==> src/rtl/serial_add_sub.sv <==
`default_nettype none
// ============================================================================
// Module      : serial_add_sub
// Description : Digit-serial adder/subtractor, LSB first, registered carry,
//               start/done handshake with ALU-style flags.
// Revision    : 1.0 - initial release
// ============================================================================
module serial_add_sub #(
    parameter int WIDTH = 64,
    parameter int DIGIT = 1
) (
    input  logic             clk,
    input  logic             reset,
    input  logic             start,
    input  logic             sub,
    input  logic [WIDTH-1:0] in1,
    input  logic [WIDTH-1:0] in2,
    output logic             busy,
    output logic             done,
    output logic [WIDTH-1:0] result,
    output logic             cout,
    output logic             overflow,
    output logic             zero,
    output logic             negative
);

    localparam int C_N     = WIDTH / DIGIT;
    localparam int C_CNT_W = (C_N > 1) ? $clog2(C_N) : 1;
    localparam logic [C_CNT_W-1:0] C_LAST = C_CNT_W'(C_N - 1);

    generate
        if ((DIGIT < 1) || (WIDTH % DIGIT != 0)) begin : g_bad_digit
            $error("serial_add_sub: DIGIT must divide WIDTH");
        end
    endgenerate

    typedef enum logic [1:0] {
        S_IDLE = 2'd0,
        S_RUN  = 2'd1
    } state_t;

    state_t               r_state_q, w_state_d;
    logic [WIDTH-1:0]     r_a_q, w_a_d;
    logic [WIDTH-1:0]     r_b_q, w_b_d;
    logic [WIDTH-1:0]     r_p_q, w_p_d;
    logic                 r_carry_q, w_carry_d;
    logic [C_CNT_W-1:0]   r_cnt_q, w_cnt_d;
    logic [WIDTH-1:0]     r_result_q, w_result_d;
    logic                 r_cout_q, w_cout_d;
    logic                 r_ovf_q, w_ovf_d;
    logic                 r_zero_q, w_zero_d;
    logic                 r_neg_q, w_neg_d;
    logic                 r_done_q, w_done_d;

    logic [DIGIT:0]       w_sum;
    logic [WIDTH-1:0]     w_p_shift;
    logic                 w_msb_cin;

    assign w_sum = {1'b0, r_a_q[DIGIT-1:0]} + {1'b0, r_b_q[DIGIT-1:0]}
                 + {{DIGIT{1'b0}}, r_carry_q};
    // New sum digit enters from the MSB side so the LSB digit lands at bit 0 after N steps.
    assign w_p_shift = (r_p_q >> DIGIT) | (WIDTH'(w_sum[DIGIT-1:0]) << (WIDTH - DIGIT));
    // Carry into the top bit of this digit, recovered from its sum bit.
    assign w_msb_cin = r_a_q[DIGIT-1] ^ r_b_q[DIGIT-1] ^ w_sum[DIGIT-1];

    always_comb begin
        w_state_d  = r_state_q;
        w_a_d      = r_a_q;
        w_b_d      = r_b_q;
        w_p_d      = r_p_q;
        w_carry_d  = r_carry_q;
        w_cnt_d    = r_cnt_q;
        w_result_d = r_result_q;
        w_cout_d   = r_cout_q;
        w_ovf_d    = r_ovf_q;
        w_zero_d   = r_zero_q;
        w_neg_d    = r_neg_q;
        w_done_d   = 1'b0;
        case (r_state_q)
            S_IDLE: begin
                if (start) begin
                    w_a_d     = in1;
                    w_b_d     = sub ? ~in2 : in2;
                    w_carry_d = sub;
                    w_cnt_d   = '0;
                    w_p_d     = '0;
                    w_state_d = S_RUN;
                end
            end
            S_RUN: begin
                w_a_d     = r_a_q >> DIGIT;
                w_b_d     = r_b_q >> DIGIT;
                w_p_d     = w_p_shift;
                w_carry_d = w_sum[DIGIT];
                w_cnt_d   = r_cnt_q + C_CNT_W'(1);
                if (r_cnt_q == C_LAST) begin
                    w_result_d = w_p_shift;
                    w_cout_d   = w_sum[DIGIT];
                    w_ovf_d    = w_msb_cin ^ w_sum[DIGIT];
                    w_zero_d   = (w_p_shift == '0);
                    w_neg_d    = w_p_shift[WIDTH-1];
                    w_done_d   = 1'b1;
                    w_cnt_d    = '0;
                    w_state_d  = S_IDLE;
                end
            end
            default: begin
                w_state_d = S_IDLE;
            end
        endcase
    end

    always_ff @(posedge clk) begin
        if (reset) begin
            r_state_q  <= S_IDLE;
            r_a_q      <= '0;
            r_b_q      <= '0;
            r_p_q      <= '0;
            r_carry_q  <= 1'b0;
            r_cnt_q    <= '0;
            r_result_q <= '0;
            r_cout_q   <= 1'b0;
            r_ovf_q    <= 1'b0;
            r_zero_q   <= 1'b0;
            r_neg_q    <= 1'b0;
            r_done_q   <= 1'b0;
        end else begin
            r_state_q  <= w_state_d;
            r_a_q      <= w_a_d;
            r_b_q      <= w_b_d;
            r_p_q      <= w_p_d;
            r_carry_q  <= w_carry_d;
            r_cnt_q    <= w_cnt_d;
            r_result_q <= w_result_d;
            r_cout_q   <= w_cout_d;
            r_ovf_q    <= w_ovf_d;
            r_zero_q   <= w_zero_d;
            r_neg_q    <= w_neg_d;
            r_done_q   <= w_done_d;
        end
    end

    assign busy     = (r_state_q == S_RUN);
    assign done     = r_done_q;
    assign result   = r_result_q;
    assign cout     = r_cout_q;
    assign overflow = r_ovf_q;
    assign zero     = r_zero_q;
    assign negative = r_neg_q;

endmodule
`default_nettype wire

==> config.mk <==
export PLATFORM = sky130hd
export DESIGN_NAME = serial_add_sub
export DESIGN_NICKNAME = d
export VERILOG_FILES = /design/src/rtl/serial_add_sub.sv
export SDC_FILE = /design/constraint.sdc
export NUM_CORES = 1
export LEC_CHECK = 0
export BUFFER_PORTS_ARGS = -buffer_cell sky130_fd_sc_hd__buf_2
export CORE_UTILIZATION = 30
export CTS_BUF_LIST = sky130_fd_sc_hd__clkbuf_4
export DETAILED_ROUTE_END_ITERATION = 12
export PLACE_DENSITY = 0.53
export SETUP_SLACK_MARGIN = 0.3
export SYNTH_ARGS = -nofsm -noshare
export SYNTH_HDL_FRONTEND = slang
export SYNTH_SLANG_ARGS = --single-unit
==> constraint.sdc <==
create_clock -name clk -period 2.79 [get_ports clk]
set_input_delay 0.1395 -clock clk [delete_from_list [all_inputs] [get_ports clk]]
set_output_delay 0.1395 -clock clk [all_outputs]
set_load 0.02 [all_outputs]
==> flow_summary.toml, run 1 <==
[grt]
grt_pass1_wl_mm = 48.9
grt_pass1_vias = 10162
grt_max_degree = 201
grt.overflow.total = 0
grt_antenna_before_repair = 3
grt_usage = 0.153

[setup_path]
crit_required_ns = 3.35
cp_max_fo = 41
cp_top_family = "simple AND/OR/NAND/NOR gates"
reg2reg_depth = 6
path_class = "flip-flop to flip-flop"
max_stage_delay_ns = 0.66
worstPathArrival_ns = 2.78
cp_num_buf_inv = 1
crit_path_end_kind = "flip-flop"
crit_chain = "ha_1 > and3_2 > nand4_1 > buf_12 > nand2_1 > a21oi_2"
worst-path-stages = 6
worstSetupStartpointType = "flip-flop"
cp_slowest_cell = "nand4_1"

[clock_network]
clk_path_buf_depth = 3
hold_buffers = 158
post_cts_buffers = 0
cts_resized = 0
numCtsBuffers = 76
cts_tree = "built"
clkSinkCount = 267
htree_levels = 3
clk_latency_ns = 0.73
path_clk_slew_ns = 0.06
cts_root_buffer = "clkbuf_4"

[timing]
setup_ws_ns = 0.569
skew_ns = 0.0275
slew_violations = 0
setup-tns-final_ns = 0
setup_viol = 0
fin_crit_ns = 2.22
maxSlewHeadroom = 0.410
worst_pin_slew_ns = 0.884
rsz0062_at_grt = "false"
clock.fmax_mhz = 450
final_hold_viol_count = 0
whs_ns = 0.204
fin_crit_sh = 0.796

[synth]
netlist_instances = 1412
syn_nets = 1546
synth_area_um2 = 11500
yosysSeqAreaShare = 0.464
synth-seq-cells = 267
yosysWarnings = 0
syn_area_per_cell_um2 = 8.15
ys_types = 33

[layout]
nets = 1873
utilization = 0.406
drive_above_1_share = 0.194
area_growth_pct = 33.1
final_area_um2 = 15300
fin_cells = 2301

[die]
ios = 202
rows = 71
core_area_um2 = 37800
die_w_um = 198
start_util = 0.305
die-height_um = 198
design.die.area_um2 = 39200

[placement]
post-dp-hpwl_mm = 17.5
port-buffer-count = 201
place_inst = 2014
globalplace.congestion = 0.733
placed_area_um2 = 12800
dp_slack_ns = 0.536

[status]
outcome = "completed"

[worst_hold_path]
min_path_type = "input pin to flip-flop"
min_path_cells = 5

[route]
drcViolationCount = 0
drt.antenna.violating_nets = 0
vias = 10555
drt-vias-per-instance = 4.59
first_pass_iters = 4
wirelength_mm = 30.0
wl_per_cell_um = 13.1
drt_iter0_drc = 450

[power]
powerDensity_nw_per_um2 = 568
irDropWorstVdd_mv = 0.329
leakage_nw = 6.23
p_total_mw = 8.71

[job]
drv_cap = 0
[cell usage after synthesis (all sizes together)]
library cell / number / area [um^2]
nor3: 2 / 10.0
or3: 1 / 6.26
mux2i: 66 / 661
a31oi: 1 / 6.26
nand2: 131 / 492
nor4: 18 / 113
o32ai: 1 / 8.76
a2111oi: 1 / 8.76
a22oi: 1 / 7.51
o211ai: 1 / 7.51
nand3: 1 / 5.00
nor2: 326 / 1220
xnor2: 67 / 587
and3: 1 / 7.51
a211oi: 64 / 485
nor3b: 65 / 488
inv: 2 / 7.51
dfxtp: 267 / 5350
xor2: 2 / 17.5
and4: 1 / 8.76
fa: 1 / 20.0
a21oi: 260 / 1340
a22o: 1 / 8.76
buf: 67 / 388
clkbuf: 58 / 218
ha: 1 / 12.5
nand4: 5 / 31.3
[worst reg2reg max path, stage by stage (launching register included)]
cell     delay [ns]
dfxtp_1        0.37
ha_1           0.19
and3_2         0.23
nand4_1        0.66
buf_12         0.45
nand2_1        0.13
a21oi_2        0.05
[cell type report]
cell class / instances / area [um^2]
diodes: 3 / 7.51
fillers: 3838 / 22400
clock inverters: 14 / 105
multi-input cells: 1018 / 5560
flip-flops and latches: 267 / 5350
clock buffers: 112 / 841
well taps: 511 / 639
inverters: 2 / 7.51
repair buffers: 374 / 2820
[worst paths after layout]
path,from,end,slack [ns]
setup / recovery,r_cnt_q[0],result[45],0.57
hold reg to reg,result[26],result[26],0.45
hold / removal,sub,r_carry_q,0.20
setup reg to reg,r_cnt_q[0],result[45],0.57
[layout by cell type (no fill, tap or decap), types with 3 or more instances in the layout]
cell / count
a211oi_1: 63
nor2_1: 326
a21oi_1: 250
clkbuf_4: 112
buf_2: 198
buf_4: 8
nand2_1: 131
xnor2_1: 67
a21oi_2: 10
buf_12: 8
nor3b_1: 65
diode_2: 3
clkinv_1: 10
mux2i_1: 66
dlygate4sd3_1: 158
nor4_1: 18
nand4_1: 5
dfxtp_1: 266
[layer usage]
layer | vias to the layer above | part of all wire | global-route usage
li1 | 5501 | - | -
met1 | 4758 | 0.46 | 0.188
met2 | 237 | 0.46 | 0.248
met3 | 59 | 0.051 | 0.0426
met4 | 0 | 0.023 | 0.0660
met5 | - | 0 | 0
[report_power, final]
group / internal, mW / leakage [nW] / switching [mW] / total, mW
Combinational: 0.519 / 3.49 / 0.538 / 1.06
Sequential: 3.95 / 2.17 / 0.0784 / 4.03
Clock: 2.00 / 0.568 / 1.62 / 3.62
Total: 6.47 / 6.23 / 2.24 / 8.71
[state kept, by name, summed over array words and instances, names as in the netlist]
| register | flops |
|---|---|
| r_cnt_q | 6 |
| zero | 1 |
| cout | 1 |
| result | 64 |
| r_a_q | 64 |
| r_p_q | 63 |
| done | 1 |
| overflow | 1 |
| r_carry_q | 1 |
| r_state_q | 1 |
| r_b_q | 64 |
[cells by family after synthesis]
logic type | after synthesis | synth area share
AO/OA/AOI/OAI | 330 | 0.163
adder cells (fa/ha/maj) | 2 | 0.00283
multiplexers | 66 | 0.0574
XOR/XNOR | 69 | 0.0525
buffers and inverters | 127 | 0.0533
AND/OR/NAND/NOR | 551 | 0.207
flip-flops | 267 | 0.464
No activity file was read; power rests on OpenSTA's default activity.
==> run 2, diff against run 1 <==
==> constraint.sdc (replaced) <==
create_clock -name clk -period 2.3 [get_ports clk]
set_input_delay 0.115 -clock clk [delete_from_list [all_inputs] [get_ports clk]]
set_output_delay 0.115 -clock clk [all_outputs]
set_load 0.02 [all_outputs]
==> run 2 against run 1 <==
Worst hold slack got worse by 0.0078 ns. Sequential share of layout area decreased by 1.1 points. Via count increased by 2.7%. Global-route usage increased by 0.57 points. Design area increased by 3.3%. Critical path depth decreased by 1. Clock power increased by 29%. Register-to-register slack got worse by 0.12 ns. Utilization increased by 1.3 points. Sequential power increased by 21%. Critical path type unchanged. Largest power group unchanged.
==> flow_summary.toml, run 2 (synthesis results as in run 1) <==
[layout]
area_growth_pct = 37.6
final_common_cell = "nor2_1"
multiInputGateArea_um2 = 5560
drive_above_1_share = 0.196
n_fill_cell = 3798
layout_common_cells = "nor2_1, dfxtp_1, a21oi_1, buf_2, dlygate4sd3_1"
nets = 1911
seq_area_um2 = 5350
utilization = 0.419

[timing]
setup_viol = 0
clock.fmax_mhz = 539
setup-tns-final_ns = 0
fin_crit_sh = 0.806
skew_ns = 0.0344
slew_violations = 0
worst_pin_slew_ns = 0.783
fin_crit_ns = 1.85
final_hold_viol_count = 0
maxSlewHeadroom = 0.478
rsz0062_at_grt = "true"

[setup_path]
r2r_start = "r_state_q[0]"
critPathLaunch = "r_state_q[0]"
rrSetupSlack_ns = 0.45
worstSetupStartpointType = "flip-flop"
path_class = "flip-flop to flip-flop"
reg2reg_depth = 5
worstPathArrival_ns = 2.45
cp_max_fo = 75
crit_required_ns = 2.90
crit_path_end_kind = "flip-flop"
timing.rr.end = "r_b_q[43]"

[die]
die-height_um = 198
core_area_um2 = 37800
ios = 202
start_util = 0.305
rows = 71
design.die.area_um2 = 39200
die_w_um = 198

[power]
leakage_nw = 6.52
intPower_mw = 8.13
p_comb_frac = 0.125
powerDensity_nw_per_um2 = 690
switching_power_mw = 2.81
irDropWorstVdd_mv = 0.379
pwr-share-clk = 0.427
p_sw_frac = 0.257
seq_power_share = 0.448

[route]
vias = 10845
wl_per_cell_um = 13.6
drt_iter0_drc = 407
drt-vias-per-instance = 4.63
wirelength_mm = 31.8
drcViolationCount = 0
drt.antenna.violating_nets = 0
first_pass_iters = 5

[clock_network]
clk_latency_ns = 0.72
cts_root_buffer = "clkbuf_4"
clkSinkCount = 267
cts_tree = "built"
numCtsBuffers = 77
path_clk_slew_ns = 0.06
clk_path_buf_depth = 3
htree_levels = 3

[placement]
globalplace.congestion = 0.743
post-dp-hpwl_mm = 17.8
port-buffer-count = 201

[job]
drv_cap = 0

[worst_hold_path]
min_path_cells = 6
min_path_type = "input pin to flip-flop"
min_to = "r_carry_q"
hp-start = "sub"

[status]
outcome = "completed"

[grt]
grt_max_degree = 150
grt.overflow.total = 0
grt_pass1_vias = 10302
grt_pass1_wl_mm = 50.5
grt_antenna_before_repair = 3
grt_usage = 0.158
==> run 2: cell types whose count changed in the layout (fill, tap and decap cells not counted), sizes merged <==
cell and change:
buf +5, clkbuf +7, clkinvlp +1, bufinv +1
dlygate4sd3 +30, inv -2, clkinv +1
==> run 2: area by class of cell <==
class	count	share of cell area
Tap cell	511	0.0404
Antenna cell	3	0.000474
Inverter	2	0.000474
Clock inverter	15	0.00909
Sequential cell	267	0.338
Timing Repair Buffer	411	0.206
Clock buffer	117	0.0555
Multi-Input combinational cell	1018	0.351
==> run 2: critical path, cell delays in order, from the launching register on <==
cell           delay [ns]
dfxtp_4              0.48
buf_16               0.27
a211oi_1             0.09
a21oi_1              0.14
nor2_1               0.06
dlygate4sd3_1        0.60
==> run 2: worst max-delay path by stage <==
stage	slack [ns]	cells after the start	to
3_5_place_dp	0.55	5	zero
5_1_grt	0.30	5	r_b_q[42]
6_report	0.45	5	r_b_q[43]
4_1_cts	0.33	2	busy
2_1_floorplan	0.69	5	zero
3_3_place_gp	0.55	5	zero
==> run 2: power groups by stage <==
stage               logic [mW]  registers (mW)  clock network [mW]
finish                    1.37            4.89                4.67
global route              1.53            4.91                5.13
CTS                       1.34            4.88                4.88
detailed placement        1.06            4.99                   0
global placement          1.05            4.98                   0
floorplan                0.800            4.96                   0
==> run 2: metal layers <==
layer  share of wire  global-route usage  vias up
met5         0.00041                   0        -
met4           0.020              0.0614        2
met3           0.054              0.0465       56
met2            0.47               0.255      254
met1            0.45               0.198     4984
li1                -                   -     5549
==> run 2: metrics by stage <==
| step | hold slack, ns | cell area (um^2) | power (mW) | setup slack [ns] | std cells |
|---|---|---|---|---|---|
| 2_1_floorplan | 0.310 | 11500 | 5.76 | 0.692 | 1412 |
| 3_3_place_gp | 0.440 | 12900 | 6.03 | 0.552 | 2019 |
| 3_5_place_dp | 0.446 | 12900 | 6.05 | 0.546 | 2019 |
| 4_1_cts | 0.0913 | 15800 | 11.1 | 0.326 | 2340 |
| 5_1_grt | 0.159 | 15800 | 11.6 | 0.300 | 2344 |
| 6_report | 0.197 | 15800 | 10.9 | 0.446 | 2344 |
==> run 2: what timing repair did <==
action	in CTS	in global routing
setup buffers	0	0
resized for setup	0	3
hold buffers	189	0
setup endpoints to repair	0	49
endpoints found under the hold margin	153	0
